[src/rtl/sync_fifo_pkg.sv]
`default_nettype none
// ============================================================================
// Module  : sync_fifo_pkg
// Purpose : Shared types and helpers for the single-clock FIFO.
//           - read_mode_e : selects registered read or show-ahead output.
//           - ptr_width() : pointer width (address bits plus one wrap bit).
// Ports   : none (package)
// Revision: 1.0 - initial release
// ============================================================================
package sync_fifo_pkg;

  typedef enum logic {
    REG_READ   = 1'b0,
    SHOW_AHEAD = 1'b1
  } read_mode_e;

  // The extra MSB is the wrap bit that distinguishes full from empty when
  // the address bits of the two pointers are equal.
  function automatic int ptr_width(input int addr_size);
    return addr_size + 1;
  endfunction

endpackage
`default_nettype wire

[src/rtl/sync_fifo_ram.sv]
`default_nettype none
// ============================================================================
// Module  : sync_fifo_ram
// Purpose : DEPTH x DATA_WIDTH storage, synchronous write, asynchronous read.
//           Contents are not reset.
// Ports   : clk   - write clock
//           we    - write enable
//           waddr - write address
//           wdata - write data
//           raddr - read address
//           rdata - read data (combinational from raddr)
// Revision: 1.0 - initial release
// ============================================================================
module sync_fifo_ram #(
  parameter int DATA_WIDTH = 8,
  parameter int ADDR_SIZE  = 3
) (
  input  logic                  clk,
  input  logic                  we,
  input  logic [ADDR_SIZE-1:0]  waddr,
  input  logic [DATA_WIDTH-1:0] wdata,
  input  logic [ADDR_SIZE-1:0]  raddr,
  output logic [DATA_WIDTH-1:0] rdata
);

  localparam int c_depth = 2 ** ADDR_SIZE;

  logic [DATA_WIDTH-1:0] mem_q [c_depth];

  always_ff @(posedge clk) begin
    if (we) begin
      mem_q[waddr] <= wdata;
    end
  end

  assign rdata = mem_q[raddr];

endmodule
`default_nettype wire

[src/rtl/sync_fifo.sv]
`default_nettype none
// ============================================================================
// Module  : sync_fifo
// Purpose : Single-clock FIFO with occupancy count, full/empty and
//           programmable almost-full/almost-empty flags, selectable read mode
//           (registered or show-ahead), synchronous flush and sticky
//           overflow/underflow error flags.
// Ports   : clk          - clock, rising edge
//           rst          - asynchronous active-high reset
//           flush        - synchronous clear of contents
//           w_en / data  - push request / push data
//           r_en         - pop request
//           out          - read data
//           r_valid      - out holds valid popped (or head) data
//           full / empty - count == DEPTH / count == 0
//           almost_full  - count >= AF_THRESH
//           almost_empty - count <= AE_THRESH
//           count        - occupancy 0..DEPTH
//           overflow     - sticky: push attempted while full
//           underflow    - sticky: pop attempted while empty
//           clr_err      - synchronous clear of the sticky error flags
// Revision: 1.0 - initial release
// ============================================================================
module sync_fifo #(
  parameter int DATA_WIDTH = 8,
  parameter int ADDR_SIZE  = 3,
  parameter int SHOW_AHEAD = 0,
  parameter int AF_THRESH  = (2 ** ADDR_SIZE) - 2,
  parameter int AE_THRESH  = 1
) (
  input  logic                  clk,
  input  logic                  rst,
  input  logic                  flush,
  input  logic                  w_en,
  input  logic [DATA_WIDTH-1:0] data,
  input  logic                  r_en,
  output logic [DATA_WIDTH-1:0] out,
  output logic                  r_valid,
  output logic                  full,
  output logic                  empty,
  output logic                  almost_full,
  output logic                  almost_empty,
  output logic [ADDR_SIZE:0]    count,
  output logic                  overflow,
  output logic                  underflow,
  input  logic                  clr_err
);

  import sync_fifo_pkg::*;

  localparam int                 c_depth  = 2 ** ADDR_SIZE;
  localparam int                 c_ptr_w  = ptr_width(ADDR_SIZE);
  localparam logic [c_ptr_w-1:0] c_af     = c_ptr_w'(AF_THRESH);
  localparam logic [c_ptr_w-1:0] c_ae     = c_ptr_w'(AE_THRESH);
  localparam logic [c_ptr_w-1:0] c_one    = c_ptr_w'(1);
  localparam logic               c_af_rst = (AF_THRESH == 0);
  localparam read_mode_e         c_mode   = (SHOW_AHEAD != 0) ? sync_fifo_pkg::SHOW_AHEAD
                                                              : sync_fifo_pkg::REG_READ;

  if ((AF_THRESH > c_depth) || (AE_THRESH >= c_depth)) begin : g_bad_params
    $fatal(1, "sync_fifo: require AF_THRESH <= DEPTH and AE_THRESH < DEPTH");
  end

  logic [c_ptr_w-1:0]    wr_ptr_q, wr_ptr_d;
  logic [c_ptr_w-1:0]    rd_ptr_q, rd_ptr_d;
  logic [c_ptr_w-1:0]    count_q, count_d;
  logic                  full_q, full_d;
  logic                  empty_q, empty_d;
  logic                  af_q, af_d;
  logic                  ae_q, ae_d;
  logic                  ovf_q, ovf_d;
  logic                  udf_q, udf_d;
  logic                  push, pop, ovf_evt, udf_evt;
  logic [ADDR_SIZE-1:0]  wr_addr, rd_addr;
  logic [DATA_WIDTH-1:0] rd_data;

  assign wr_addr = wr_ptr_q[ADDR_SIZE-1:0];
  assign rd_addr = rd_ptr_q[ADDR_SIZE-1:0];

  always_comb begin
    // Blocking uses the registered flags only: no pass-through when full or
    // empty even if the opposite side is active. A flush cycle discards both
    // requests and raises no error events.
    push    = w_en & ~full_q  & ~flush;
    pop     = r_en & ~empty_q & ~flush;
    ovf_evt = w_en &  full_q  & ~flush;
    udf_evt = r_en &  empty_q & ~flush;

    wr_ptr_d = wr_ptr_q;
    rd_ptr_d = rd_ptr_q;
    count_d  = count_q;

    if (flush) begin
      wr_ptr_d = '0;
      rd_ptr_d = '0;
      count_d  = '0;
    end else begin
      if (push) wr_ptr_d = wr_ptr_q + c_one;
      if (pop)  rd_ptr_d = rd_ptr_q + c_one;
      case ({push, pop})
        2'b10:   count_d = count_q + c_one;
        2'b01:   count_d = count_q - c_one;
        default: count_d = count_q;
      endcase
    end

    // Flags are computed from next state so they are exact right after the edge.
    full_d  = (wr_ptr_d[c_ptr_w-1] != rd_ptr_d[c_ptr_w-1]) &&
              (wr_ptr_d[ADDR_SIZE-1:0] == rd_ptr_d[ADDR_SIZE-1:0]);
    empty_d = (wr_ptr_d == rd_ptr_d);
    af_d    = (count_d >= c_af);
    ae_d    = (count_d <= c_ae);

    // A new event beats a coincident clear.
    ovf_d = ovf_evt | (ovf_q & ~clr_err);
    udf_d = udf_evt | (udf_q & ~clr_err);
  end

  always_ff @(posedge clk or posedge rst) begin
    if (rst) begin
      wr_ptr_q <= '0;
      rd_ptr_q <= '0;
      count_q  <= '0;
      full_q   <= 1'b0;
      empty_q  <= 1'b1;
      af_q     <= c_af_rst;
      ae_q     <= 1'b1;
      ovf_q    <= 1'b0;
      udf_q    <= 1'b0;
    end else begin
      wr_ptr_q <= wr_ptr_d;
      rd_ptr_q <= rd_ptr_d;
      count_q  <= count_d;
      full_q   <= full_d;
      empty_q  <= empty_d;
      af_q     <= af_d;
      ae_q     <= ae_d;
      ovf_q    <= ovf_d;
      udf_q    <= udf_d;
    end
  end

  sync_fifo_ram #(
    .DATA_WIDTH (DATA_WIDTH),
    .ADDR_SIZE  (ADDR_SIZE)
  ) u_ram (
    .clk   (clk),
    .we    (push),
    .waddr (wr_addr),
    .wdata (data),
    .raddr (rd_addr),
    .rdata (rd_data)
  );

  if (c_mode == sync_fifo_pkg::REG_READ) begin : g_reg_read
    logic [DATA_WIDTH-1:0] out_q, out_d;
    logic                  r_valid_q, r_valid_d;

    always_comb begin
      out_d     = out_q;
      r_valid_d = pop;
      if (pop) out_d = rd_data;
    end

    always_ff @(posedge clk or posedge rst) begin
      if (rst) begin
        out_q     <= '0;
        r_valid_q <= 1'b0;
      end else begin
        out_q     <= out_d;
        r_valid_q <= r_valid_d;
      end
    end

    assign out     = out_q;
    assign r_valid = r_valid_q;
  end else begin : g_show_ahead
    // Head entry falls through; don't-care while empty.
    assign out     = rd_data;
    assign r_valid = ~empty_q;
  end

  assign full         = full_q;
  assign empty        = empty_q;
  assign almost_full  = af_q;
  assign almost_empty = ae_q;
  assign count        = count_q;
  assign overflow     = ovf_q;
  assign underflow    = udf_q;

endmodule
`default_nettype wire

[config.mk]
export PLATFORM = sky130hd
export DESIGN_NAME = sync_fifo
export DESIGN_NICKNAME = d
export VERILOG_FILES = /design/src/rtl/sync_fifo_pkg.sv /design/src/rtl/sync_fifo_ram.sv /design/src/rtl/sync_fifo.sv
export SDC_FILE = /design/constraint.sdc
export NUM_CORES = 1
export LEC_CHECK = 0
export CAP_MARGIN = 20
export CORE_MARGIN = 2
export CORE_UTILIZATION = 47
export DETAILED_ROUTE_END_ITERATION = 6
export GPL_TIMING_DRIVEN = 0
export PLACE_DENSITY = 0.66
export SETUP_SLACK_MARGIN = 0.02
export SLEW_MARGIN = 20
export SYNTH_ARGS = -nofsm -noshare
export SYNTH_HDL_FRONTEND = slang
export SYNTH_HIERARCHICAL = 1
export SYNTH_SLANG_ARGS = --single-unit
[constraint.sdc]
create_clock -name clk -period 2.85 [get_ports clk]
set_clock_uncertainty 0.15 [all_clocks]
set_input_delay 0.4275 -clock clk [delete_from_list [all_inputs] [get_ports clk]]
set_output_delay 0.4275 -clock clk [all_outputs]
set_load 0.1 [all_outputs]
==> results.md <==
Run status:
- The run finished with clean final reports.

Placed design:
- Once placement finished, the instance area stood at 4320 sq um.
- The post-placement setup slack is -0.508 ns.
- The number of port buffers is 31.
- After legalization and detailed placement, the total HPWL measured 4580 microns.
- The total instance count after detailed placement is 367.
- The routability congestion estimate from global placement is 0.745.

Synthesis:
- The number of synthesized flops with an enable pin is 64.
- The number of different library cells in the post-synthesis netlist is 38.
- The net count after synthesis is 251.
- Among all flip-flop cells after synthesis, the most frequent one is sky130_fd_sc_hd__edfxtp_1.
- In the synthesized netlist, mux cells make up 14.6% of the area.
- The synthesized netlist occupies a cell area of between 3000 and 4000 sq um.
- The cell taking the most area after synthesis is sky130_fd_sc_hd__edfxtp_1.
- The total number of yosys warnings is 6.
- The main combinational cell family by area after synthesis is multiplexers.
- The synthesized netlist devotes 1.31% of its cell area to adder and majority cells.
- The gate count of the mapped netlist is 233.
- The average cell area after synthesis is 16.4 sq um.
- In this run, synthesis produced a sequential element count of 91.
- Yosys instantiated no cell more often than sky130_fd_sc_hd__edfxtp_1.
- The share of synthesized area occupied by flip-flops and latches is 68.0%.
- The share of flip-flops with an asynchronous set or reset after synthesis is 29.7%.
- Sorting the synthesized cells by how often they occur yields 64 x sky130_fd_sc_hd__edfxtp_1, 28 x sky130_fd_sc_hd__nand2_1, 25 x sky130_fd_sc_hd__dfrtp_1.
- Summing the areas of all compound-gate instances in the mapped netlist gives 3.11% of the synthesized area.
- The post-synthesis share of cell area spent on and, or, nand and nor gates is 8.47%.
- Summing the areas of all xor and xnor instances in the mapped netlist gives slightly above 2% of the synthesized area.
- The fraction of post-synthesis cell area in the top cell type by area is 50.2%.
- Yosys attributes the largest share of cell area to sky130_fd_sc_hd__edfxtp_1 50%, sky130_fd_sc_hd__dfrtp_1 16%, sky130_fd_sc_hd__mux4_1 10%.

Floorplanning:
- The die outline width is roughly 94 microns.
- The initial utilization of the core area, before any placement, comes to 49.0%.
- The floorplan step defined a die boundary enclosing 8880 sq um.
- In this run the standard cell core region covers 7810 sq um.
- In this run the core area contains 32 standard-cell rows.
- During I/O placement, the number of pins put on the boundary was 33.
- The die is around 94 microns tall.

Setup path:
- The worst flop-to-flop path endpoint is almost_full.
- Data on the critical path arrives at its endpoint at 2.84 ns.
- The critical path startpoint category is a flop.
- The critical path's most frequent cell is sky130_fd_sc_hd__a21oi_2.
- The worst register-to-register path has a depth of 11.
- The nature of the critical path endpoint is a flop.
- The cell with the largest stage delay on the worst path is sky130_fd_sc_hd__dfstp_4.
- The launch point of the worst reg-to-reg path is empty.
- Across all register-to-register paths, the minimum setup slack is 0.12 ns.
- Traced cell by cell, the critical path runs through or3b_4 > clkinv_4 > clkbuf_16 > nand2_1 > xnor2_1 > ha_2 > a21oi_2 > nand3_1 > a21oi_2 > mux2_4 > a21o_1.
- The worst setup path is of the reg2reg kind.
- The maximum fanout along the worst path is 11.
- The maximum single-stage delay on the critical path is 0.50 ns.
- At the worst endpoint, the required time is 2.96 ns.

GRT:
- Entering global routing, the biggest net connects 28 pins.
- The initial antenna violation count is 0.
- After global routing, the most crowded layer is met2.
- Global routing consumed, on the met1 layer, 24.5% of the routing resources.
- For met2 alone, demand over resource in global routing was between 20% and 30%.
- The total routing usage reported by global routing is 17.3%.
- The first global-routing pass estimated about 11,000 microns of wire.
- The total congestion overflow is 0.
- Global routing consumed, on the met3 layer, 4.65% of the routing resources.
- The number of global-route vias before repair came to 2,004.

Layout:
- The footprint of the multi-input gates is 1160 sq um.
- The layout has 635 filler cells.
- The number of nets at the end of the flow is around 300.
- Cells fill 58.3% of the core in the end.
- The register area is 2610 sq um.
- Excluding fillers, the count of instances in the completed layout stands at ~390.
- Relative to the synthesized area, the layout overhead comes to 18.9%.
- The cell area after layout is 4550 sq um.
- The number of antenna diodes in the final layout is 0.
- The post-route netlist has 18.0% of its cells at a drive strength greater than 1.

Clock network:
- Counting along the longest clock path gives a buffer depth of 2.
- The H-tree was split into 3 levels.
- The clock-pin slew on the worst setup and hold paths is about 0.090 ns.
- Clock tree synthesis inserted a total of 9 buffers.
- The TritonCTS clock tree is yes.
- Clock tree synthesis selected as its root buffer the cell sky130_fd_sc_hd__clkbuf_8.
- The tree built by TritonCTS fans out to 91 sinks.
- For the worst-skew pair, the clock arrives at the later sink with an insertion delay of roughly 0.36 ns.

STA:
- The total negative setup slack is 0 ns.
- Counting I/O delays and the setup requirement, the final critical path takes 2.73 ns.
- The final number of hold-violating endpoints is 0.
- The part of the cycle the worst path needs is 95.9%.
- Setup repair after global routing left no endpoint under its margin.
- The worst-margin pin slew is 1.06 ns.
- In the post-route analysis, the smallest setup slack over all paths is 0.116 ns.
- Setup violations remaining at the end of the flow were counted as 0.
- The final number of max-transition violations came to 0.
- Headroom to the max-slew limit came out at 29.3%.
- The maximum clock frequency is 366 MHz.

Worst hold path:
- The path category of the worst min-delay check is in2reg.
- The origin of the worst min-delay path is flush.
- The worst hold path terminates at rd_ptr_q[1].
- The number of stages on the worst hold path is 2.

Power and ir drop:
- The total power density per cell area is 739 nW/um^2.
- IR analysis of the VDD net gives a maximum drop of between 0.4 and 0.5 mV.
- In this run the static leakage power is 1.67 nW.

Routing:
- The final layout contains routed wiring with a total length of about 7000 microns.
- The DRC violation total after the first TritonRoute iteration is 165.
- The final route contains around 2,100 vias.
- Using the TritonRoute via totals, the vias-per-cell ratio works out to between 5 and 6.
- The mean routed wirelength per cell is 18.0 microns.
- The number of detailed-routing iterations run before antenna repair is 4.
- The antenna violation net count after detailed routing is 0.
- The remaining routing DRC violations is 0.

Job:
- Across the run, the number of max-cap violations was 0.
[through the flow]
step	hold slack [ns]	total power [mW]
2_1_floorplan	0.329	2.28
3_3_place_gp	0.308	2.50
3_5_place_dp	0.316	2.51
4_1_cts	0.130	3.39
5_1_grt	0.132	3.51
6_report	0.141	3.36
[layout by cell type, fill, tap and decap left out, types with 4 or more instances in the layout]
cell type,count
sky130_fd_sc_hd__mux2_2,9
sky130_fd_sc_hd__clkdlybuf4s50_1,30
sky130_fd_sc_hd__mux4_1,15
sky130_fd_sc_hd__nor2_1,17
sky130_fd_sc_hd__clkbuf_8,9
sky130_fd_sc_hd__nand2b_1,5
sky130_fd_sc_hd__inv_1,4
sky130_fd_sc_hd__edfxtp_1,64
sky130_fd_sc_hd__xnor2_1,6
sky130_fd_sc_hd__buf_4,5
sky130_fd_sc_hd__dfrtp_1,24
sky130_fd_sc_hd__nand2_1,28
[how the worst max path moves through the flow]
stage,from,to,slack [ns],cells past startpoint
6_report,empty,almost_full,0.12,11
5_1_grt,empty,almost_empty,0.03,11
4_1_cts,empty,almost_full,0.03,11
3_5_place_dp,r_en,almost_full,-0.51,13
3_3_place_gp,w_en,u_ram/mem_q[0][4],-0.52,5
2_1_floorplan,empty,almost_full,0.03,12
[sequential cells by signal, summed over array words and instances, names as in the netlist]
name          flops
u_ram/mem_q      64
out               8
count             4
rd_ptr_q          4
wr_ptr_q          4
almost_empty      1
almost_full       1
empty             1
full              1
overflow          1
r_valid           1
underflow         1
[metal layers]
metal | wire length, microns | vias up
li1 | - | 978
met1 | 3390 | 1051
met2 | 3210 | 59
met3 | 291 | 4
met4 | 46 | 0
met5 | 0 | -
[critical path, delay by kind of cell, from the launching register on]
| kind | cells | cell delay, ns |
|---|---|---|
| AOI/OAI and AO/OA | 3 | 0.50 |
| xor gates and xnor gates | 1 | 0.15 |
| adders and majority gates | 1 | 0.18 |
| buffers and inverters | 2 | 0.21 |
| DFF | 1 | 0.50 |
| muxes | 1 | 0.33 |
| and+or+nand+nor | 3 | 0.61 |
[where the power goes]
part / internal, mW / switching, mW
clock: 0.413 / 0.468
combinational: 0.247 / 0.670
sequential: 1.51 / 0.0533
total: 2.17 / 1.19
[cells by family after synthesis]
kind of cell	Yosys count
DFF	91
adders and majority gates	4
muxes	29
buffers and inverters	16
and+or+nand+nor	67
xor gates and xnor gates	9
AOI/OAI and AO/OA	17
[timing repair]
action / 4_1_cts / 5_1_grt
pin swaps: 2 / 4
setup buffers: 0 / 4
gates cloned: 0 / 0
hold buffers: 0 / 0
resized for setup: 2 / 0
setup endpoints to repair: 2 / 2
[area by class of cell]
type                    count  area share, %
flip-flops and latches     91           57.2
multi-input cells         126           25.4
repair buffers             36           7.62
well taps                 102           2.80
clock buffers               9           2.72
plain buffers               9           1.92
clock inverters             7           1.65
inverters                   6          0.605
No activity file was read; power rests on OpenSTA's default activity.
